`src/rtl/alu16_pkg.sv`:
```
`default_nettype none
// ============================================================================
//  Module      : alu16_pkg
//  Description : Shared constants for the serial 16-bit Hack ALU:
//                datapath geometry, FSM state encodings and the bit
//                positions of the six Hack control bits inside the
//                packed control word {zx,nx,zy,ny,f,no}.
//  Ports       : none (package)
//  Revision    : 1.0 - initial release
// ============================================================================
package alu16_pkg;

    localparam int unsigned ALU_SLICES  = 4;
    localparam int unsigned ALU_SLICE_W = 4;
    localparam int unsigned ALU_W       = ALU_SLICES * ALU_SLICE_W;

    // Controller states
    localparam logic [1:0] ST_IDLE = 2'd0;
    localparam logic [1:0] ST_RUN  = 2'd1;
    localparam logic [1:0] ST_DONE = 2'd2;

    // Bit positions inside the packed control word {zx,nx,zy,ny,f,no}
    localparam int unsigned CTL_W  = 6;
    localparam int unsigned CTL_ZX = 5;
    localparam int unsigned CTL_NX = 4;
    localparam int unsigned CTL_ZY = 3;
    localparam int unsigned CTL_NY = 2;
    localparam int unsigned CTL_F  = 1;
    localparam int unsigned CTL_NO = 0;

endpackage : alu16_pkg
`default_nettype wire

```
`src/rtl/alu16_serial_if.sv`:
```
`default_nettype none
// ============================================================================
//  Module      : alu16_serial_if
//  Description : Operand/result handshake bundle for alu16_serial.
//                Input side  : in_valid/in_ready, x, y, zx..no
//                Output side : out_valid/out_ready, out, zr, ng, cout
//                slave  modport - used by the ALU
//                master modport - used by the producer/consumer
//  Revision    : 1.0 - initial release
// ============================================================================
interface alu16_serial_if
    import alu16_pkg::*;
();

    logic             in_valid;
    logic             in_ready;
    logic [ALU_W-1:0] x;
    logic [ALU_W-1:0] y;
    logic             zx;
    logic             nx;
    logic             zy;
    logic             ny;
    logic             f;
    logic             no;

    logic             out_valid;
    logic             out_ready;
    logic [ALU_W-1:0] out;
    logic             zr;
    logic             ng;
    logic             cout;

    modport slave (
        input  in_valid, x, y, zx, nx, zy, ny, f, no, out_ready,
        output in_ready, out_valid, out, zr, ng, cout
    );

    modport master (
        output in_valid, x, y, zx, nx, zy, ny, f, no, out_ready,
        input  in_ready, out_valid, out, zr, ng, cout
    );

endinterface : alu16_serial_if
`default_nettype wire

```
`src/rtl/alu16_serial_alu4.sv`:
```
`default_nettype none
// ============================================================================
//  Module      : ALU4
//  Description : Combinational 4-bit Hack ALU slice with carry in/out.
//                i_x, i_y   : 4-bit operand nibbles
//                i_zx..i_no : Hack controls
//                i_cin      : carry into the adder (ignored when i_f=0)
//                o_out      : 4-bit slice result
//                o_cout     : adder carry out, 0 when i_f=0
//  Revision    : 1.0 - initial release
// ============================================================================
module ALU4 (
    input  wire logic [3:0] i_x,
    input  wire logic [3:0] i_y,
    input  wire logic       i_zx,
    input  wire logic       i_nx,
    input  wire logic       i_zy,
    input  wire logic       i_ny,
    input  wire logic       i_f,
    input  wire logic       i_no,
    input  wire logic       i_cin,
    output logic      [3:0] o_out,
    output logic            o_cout
);

    logic [3:0] w_xz;
    logic [3:0] w_xn;
    logic [3:0] w_yz;
    logic [3:0] w_yn;
    logic [4:0] w_sum;
    logic [3:0] w_fn;

    assign w_xz  = i_zx ? 4'h0 : i_x;
    assign w_xn  = i_nx ? ~w_xz : w_xz;
    assign w_yz  = i_zy ? 4'h0 : i_y;
    assign w_yn  = i_ny ? ~w_yz : w_yz;

    assign w_sum = {1'b0, w_xn} + {1'b0, w_yn} + {4'h0, i_cin};
    assign w_fn  = i_f ? w_sum[3:0] : (w_xn & w_yn);

    assign o_out  = i_no ? ~w_fn : w_fn;
    // The AND path has no carry, so the chain is cleared for f=0.
    assign o_cout = i_f & w_sum[4];

endmodule : ALU4
`default_nettype wire

```
`src/rtl/alu16_serial.sv`:
```
`default_nettype none
// ============================================================================
//  Module      : alu16_serial
//  Description : Multi-cycle 16-bit Hack ALU. One ALU4 slice is reused for
//                four passes, least-significant nibble first, with the
//                carry chained through a register between passes.
//                clk   : clock, rising edge
//                rst_n : synchronous active-low reset
//                bus   : alu16_serial_if.slave - input handshake with
//                        operands/controls, output handshake with result
//                        and zr/ng/cout flags
//                Latency 4 cycles accept-to-out_valid, all outputs
//                registered or decoded directly from state.
//  Revision    : 1.0 - initial release
// ============================================================================
module alu16_serial
    import alu16_pkg::*;
(
    input  wire logic       clk,
    input  wire logic       rst_n,
    alu16_serial_if.slave   bus
);

    localparam logic [1:0] c_K_LAST = 2'(ALU_SLICES - 1);

    logic [1:0]             r_state;
    logic [1:0]             r_k;
    logic [ALU_W-1:0]       r_x;
    logic [ALU_W-1:0]       r_y;
    logic [CTL_W-1:0]       r_ctl;
    logic                   r_carry;
    logic [ALU_W-1:0]       r_result;
    // Set when any produced nibble was non-zero. Resets to 1 so that zr
    // reads 0 out of reset; cleared on every accept.
    logic                   r_nz_acc;

    logic [ALU_SLICE_W-1:0] w_x_nib;
    logic [ALU_SLICE_W-1:0] w_y_nib;
    logic                   w_cin;
    logic [ALU_SLICE_W-1:0] w_slice_out;
    logic                   w_slice_cout;
    logic [3:0]             w_base;

    assign w_base  = {r_k, 2'b00};
    assign w_x_nib = r_x[w_base +: ALU_SLICE_W];
    assign w_y_nib = r_y[w_base +: ALU_SLICE_W];
    assign w_cin   = (r_k == 2'd0) ? 1'b0 : r_carry;

    ALU4 u_alu4 (
        .i_x    (w_x_nib),
        .i_y    (w_y_nib),
        .i_zx   (r_ctl[CTL_ZX]),
        .i_nx   (r_ctl[CTL_NX]),
        .i_zy   (r_ctl[CTL_ZY]),
        .i_ny   (r_ctl[CTL_NY]),
        .i_f    (r_ctl[CTL_F]),
        .i_no   (r_ctl[CTL_NO]),
        .i_cin  (w_cin),
        .o_out  (w_slice_out),
        .o_cout (w_slice_cout)
    );

    always_ff @(posedge clk) begin
        if (!rst_n) begin
            r_state  <= ST_IDLE;
            r_k      <= 2'd0;
            r_x      <= '0;
            r_y      <= '0;
            r_ctl    <= '0;
            r_carry  <= 1'b0;
            r_result <= '0;
            r_nz_acc <= 1'b1;
        end else begin
            case (r_state)
                ST_IDLE: begin
                    if (bus.in_valid) begin
                        r_x      <= bus.x;
                        r_y      <= bus.y;
                        r_ctl    <= {bus.zx, bus.nx, bus.zy, bus.ny, bus.f, bus.no};
                        r_k      <= 2'd0;
                        r_carry  <= 1'b0;
                        r_result <= '0;
                        r_nz_acc <= 1'b0;
                        r_state  <= ST_RUN;
                    end
                end
                ST_RUN: begin
                    r_result[w_base +: ALU_SLICE_W] <= w_slice_out;
                    r_carry  <= w_slice_cout;
                    r_nz_acc <= r_nz_acc | (|w_slice_out);
                    r_k      <= r_k + 2'd1;
                    if (r_k == c_K_LAST) begin
                        r_state <= ST_DONE;
                    end
                end
                ST_DONE: begin
                    if (bus.out_ready) begin
                        r_state <= ST_IDLE;
                    end
                end
                default: begin
                    r_state <= ST_IDLE;
                end
            endcase
        end
    end

    assign bus.in_ready  = (r_state == ST_IDLE);
    assign bus.out_valid = (r_state == ST_DONE);
    assign bus.out       = r_result;
    assign bus.zr        = ~r_nz_acc;
    assign bus.ng        = r_result[ALU_W-1];
    assign bus.cout      = r_carry;

endmodule : alu16_serial
`default_nettype wire
```
`src/flat_wrapper.sv`:
```
// flat-port wrapper written by rule: the top's interface ports become plain ports
module alu16_serial_flat import alu16_pkg::*;
  (clk, rst_n, bus_in_valid, bus_x, bus_y, bus_zx, bus_nx, bus_zy, bus_ny, bus_f, bus_no, bus_out_ready, bus_in_ready, bus_out_valid, bus_out, bus_zr, bus_ng, bus_cout);
  alu16_serial_if bus_i ();
  input  wire logic clk;
  input  wire logic rst_n;
  input wire logic [$bits(bus_i.in_valid)-1:0] bus_in_valid;
  input wire logic [$bits(bus_i.x)-1:0] bus_x;
  input wire logic [$bits(bus_i.y)-1:0] bus_y;
  input wire logic [$bits(bus_i.zx)-1:0] bus_zx;
  input wire logic [$bits(bus_i.nx)-1:0] bus_nx;
  input wire logic [$bits(bus_i.zy)-1:0] bus_zy;
  input wire logic [$bits(bus_i.ny)-1:0] bus_ny;
  input wire logic [$bits(bus_i.f)-1:0] bus_f;
  input wire logic [$bits(bus_i.no)-1:0] bus_no;
  input wire logic [$bits(bus_i.out_ready)-1:0] bus_out_ready;
  output wire logic [$bits(bus_i.in_ready)-1:0] bus_in_ready;
  output wire logic [$bits(bus_i.out_valid)-1:0] bus_out_valid;
  output wire logic [$bits(bus_i.out)-1:0] bus_out;
  output wire logic [$bits(bus_i.zr)-1:0] bus_zr;
  output wire logic [$bits(bus_i.ng)-1:0] bus_ng;
  output wire logic [$bits(bus_i.cout)-1:0] bus_cout;
  assign bus_i.in_valid = bus_in_valid;
  assign bus_i.x = bus_x;
  assign bus_i.y = bus_y;
  assign bus_i.zx = bus_zx;
  assign bus_i.nx = bus_nx;
  assign bus_i.zy = bus_zy;
  assign bus_i.ny = bus_ny;
  assign bus_i.f = bus_f;
  assign bus_i.no = bus_no;
  assign bus_i.out_ready = bus_out_ready;
  assign bus_in_ready = bus_i.in_ready;
  assign bus_out_valid = bus_i.out_valid;
  assign bus_out = bus_i.out;
  assign bus_zr = bus_i.zr;
  assign bus_ng = bus_i.ng;
  assign bus_cout = bus_i.cout;
  alu16_serial u_core (.clk(clk), .rst_n(rst_n), .bus(bus_i));
endmodule
```
`config.mk`:
```
export PLATFORM = sky130hd
export DESIGN_NAME = alu16_serial_flat
export DESIGN_NICKNAME = d
export VERILOG_FILES = /design/src/rtl/alu16_pkg.sv /design/src/rtl/alu16_serial_if.sv /design/src/rtl/alu16_serial_alu4.sv /design/src/rtl/alu16_serial.sv /design/src/flat_wrapper.sv
export SDC_FILE = /design/constraint.sdc
export NUM_CORES = 1
export LEC_CHECK = 0
export BUFFER_PORTS_ARGS = -buffer_cell sky130_fd_sc_hd__buf_2
export CORE_ASPECT_RATIO = 0.5
export CORE_MARGIN = 4
export CORE_UTILIZATION = 29
export CTS_CLUSTER_DIAMETER = 40
export CTS_CLUSTER_SIZE = 30
export DETAILED_ROUTE_END_ITERATION = 10
export PLACE_DENSITY_LB_ADDON = 0.08
export SLEW_MARGIN = 10
export SYNTH_ARGS = -nofsm -noshare
export SYNTH_HDL_FRONTEND = slang
export SYNTH_SLANG_ARGS = --single-unit
```
`constraint.sdc`:
```
create_clock -name clk -period 3.4 [get_ports clk]
set_input_delay 0.34 -clock clk [delete_from_list [all_inputs] [get_ports clk]]
set_output_delay 0.34 -clock clk [all_outputs]
set_load 0.005 [all_outputs]
```
==> metrics.cfg <==
[logic_synthesis]
yosysMostFrequentCell = nand2_1
yosysTopAreaCellShare_pct = 41.6
syn_avg_cell_area_um2 = 8.44
async_flop_share_pct = 0
seq_area_frac_synth_pct = 41.6
synth-edff-count = 0
synth_cell_types = 38
synth_area_mm2 = 0.00289
yosysWarnings = 0
synthCells = 342
synth_top_cell_by_area = dfxtp_1
synthFlopType = dfxtp_1
syn-num-nets = 394
yosys-top-cells-count = nand2_1, dfxtp_1, a21oi_1
ys_seq_elements = 60
synth.area.top_cells = dfxtp_1, nand2_1, a21oi_1

[cts]
cts_root_buf = clkbuf_16
cts_buffers = 9
clk_path_buf_depth = 2
tritoncts = built
clk_pin_slew_ns = 0.06
clkSinkCount = 60
postCtsSetupBuffers = 0
htree_levels = 3
clk_latency_ns = 0.33

[floorplan]
die_h_um = 78.5
die_w_um = 149
num_rows = 25
pin_count = 63
start_util_pct = 30.2
die-area_mm2 = 0.0117
core_region_area_mm2 = 0.00957

[detailed_routing]
dr_wl_met2_um = 3090
dr_wl_met3_um = 422
wl_met1_um = 3840
wl_per_cell_um = 13.8
top_layer = met4
ant_nets = 0
drt_iter0_markers = 158
routed_wl_um = 7420
dr.pass1.iters = 4
vias_per_cell = 4.66
drcViolationCount = 0
dr_total_vias = 2506

[timing]
layout_min_cycle_time_ns = 3.24
tightest_slew_ns = 0.935
timing.fmax_mhz = 309
fin_setup_tns_ns = 0
slew_headroom_pct = 37.7
rsz0062_at_grt = no
finalHoldViolCount = 0
drv_slew = 0
setup_violations = 0
setup_ws_ns = 0.163
fin_skew_ns = 0.00662
fin_crit_sh_pct = 95.2

[grt]
first_global_vias = 2448
antenna_found_initial = 0
grtUsageTotal_pct = 13.3
grt-ovfl-total = 0
grt_start_max_net_pins = 54
grt_pass1_wl_um = 12200

[critical_path]
ff2ff_setup_slack_ns = 0.16
critical_path_peak_fanout = 4
worstSetupEndpointType = flip-flop
startpoint_type = flip-flop
crit_required_ns = 3.61
rr_worst_depth = 9
arrival_ns = 3.45
criticalPathCategory = flip-flop to flip-flop

[cells_and_area]
fin_cells = 538
multi_input_area_mm2 = 0.00153
post-route-util_pct = 37.7
finalNetCount = 450
area_delta_synth_final_pct = 25.0
n_antenna_cell = 0
drive_above_1_share_pct = 24.6
regArea_mm2 = 0.00120
nFillCells = 1029

[worst_hold_path]
hp-class = input pin to flip-flop
whs_path_depth = 3

[power_and_ir_drop]
power_per_cell_area_mw_per_mm2 = 535
p_total_mw = 1.93
p_leak_nw = 1.43
ir_drop_mv = 0.255

[run]
drv_cap = 0

[placed_design]
port_buffers = 62
place.gp.congestion = 0.704
post-dp-hpwl_um = 5400
dpl.cell_count = 522
pre_cts_ws_ns = 0.137

[status]
outcome = complete, no violations

path summary, 6_finish.rpt:
kind / startpoint / end
setup / recovery: u_core.r_k[0]$_SDFFE_PN0P_ / u_core.r_nz_acc$_SDFFE_PN1P_
hold / removal: bus_y[10] / u_core.r_y[10]$_SDFFE_PN0P_
setup reg to reg: u_core.r_k[0]$_SDFFE_PN0P_ / u_core.r_nz_acc$_SDFFE_PN1P_
hold reg to reg: u_core.r_y[3]$_SDFFE_PN0P_ / u_core.r_y[3]$_SDFFE_PN0P_
state kept, by name (all words and copies together) (netlist names):
register / flops
u_core.r_k: 2
u_core.r_y: 16
u_core.r_x: 16
u_core.bus.out: 16
u_core.r_state: 2
u_core.r_nz_acc: 1
u_core.bus.cout: 1
u_core.r_ctl: 6
worst max-delay path, cell delays in order (launching register included):
cell and delay (ns):
dfxtp_2 0.37, mux4_2 0.51, nand2b_1 0.10, xnor2_1 0.14, inv_1 0.09, fa_1 0.47, fa_2 0.57, a31oi_1 0.08
or4b_1 0.51, a221o_1 0.29
per-layer routing:
layer / track usage (%) / up-vias
li1: - / 1283
met1: 17.7 / 1166
met2: 20.1 / 51
met3: 5.02 / 6
met4: 3.84 / 0
met5: 0 / -
power breakdown:
part / switching [mW] / internal [mW]
logic: 0.145 / 0.110
registers: 0.0248 / 0.736
clock network: 0.345 / 0.569
kinds of logic (layout without fill, tap and decap cells):
family / Yosys count / count (layout) / share of synthesized area [%]
AND/OR/NAND/NOR: 143 / 143 / 22.7
multiplexers: 10 / 10 / 6.94
buffers and inverters: 36 / 97 / 5.55
XOR/XNOR: 11 / 11 / 3.34
flip-flops: 60 / 60 / 41.6
AO/OA/AOI/OAI: 72 / 72 / 15.0
adder cells (fa/ha/maj): 10 / 10 / 4.85
per-stage QoR:
stage | instance area [um^2] | hold slack (ns)
2_1_floorplan | 2890 | 0.433
3_3_place_gp | 3300 | 0.442
3_5_place_dp | 3300 | 0.447
4_1_cts | 3610 | 0.230
5_1_grt | 3610 | 0.239
6_report | 3610 | 0.246
layout by cell type, fill, tap and decap left out, drive strengths merged, types with 11 or more instances in the layout:
cell type	count
nand2	85
nand2b	12
xnor2	11
nand3	16
a21oi	47
inv	13
dfxtp	60
buf	69
nor2	13
timing repair:
item | CTS | global route
setup endpoints to repair | 0 | 1
resized for setup | 0 | 1
hold buffers | 0 | 0
layout make-up:
| cell class | instances | share of cell area, % |
|---|---|---|
| clock inverters | 7 | 2.12 |
| flip-flops and latches | 60 | 33.3 |
| repair buffers | 69 | 10.1 |
| multi-input cells | 246 | 42.3 |
| well taps | 135 | 4.68 |
| clock buffers | 9 | 6.24 |
| inverters | 12 | 1.25 |
Note: power is estimated with default switching activity, not from simulation.
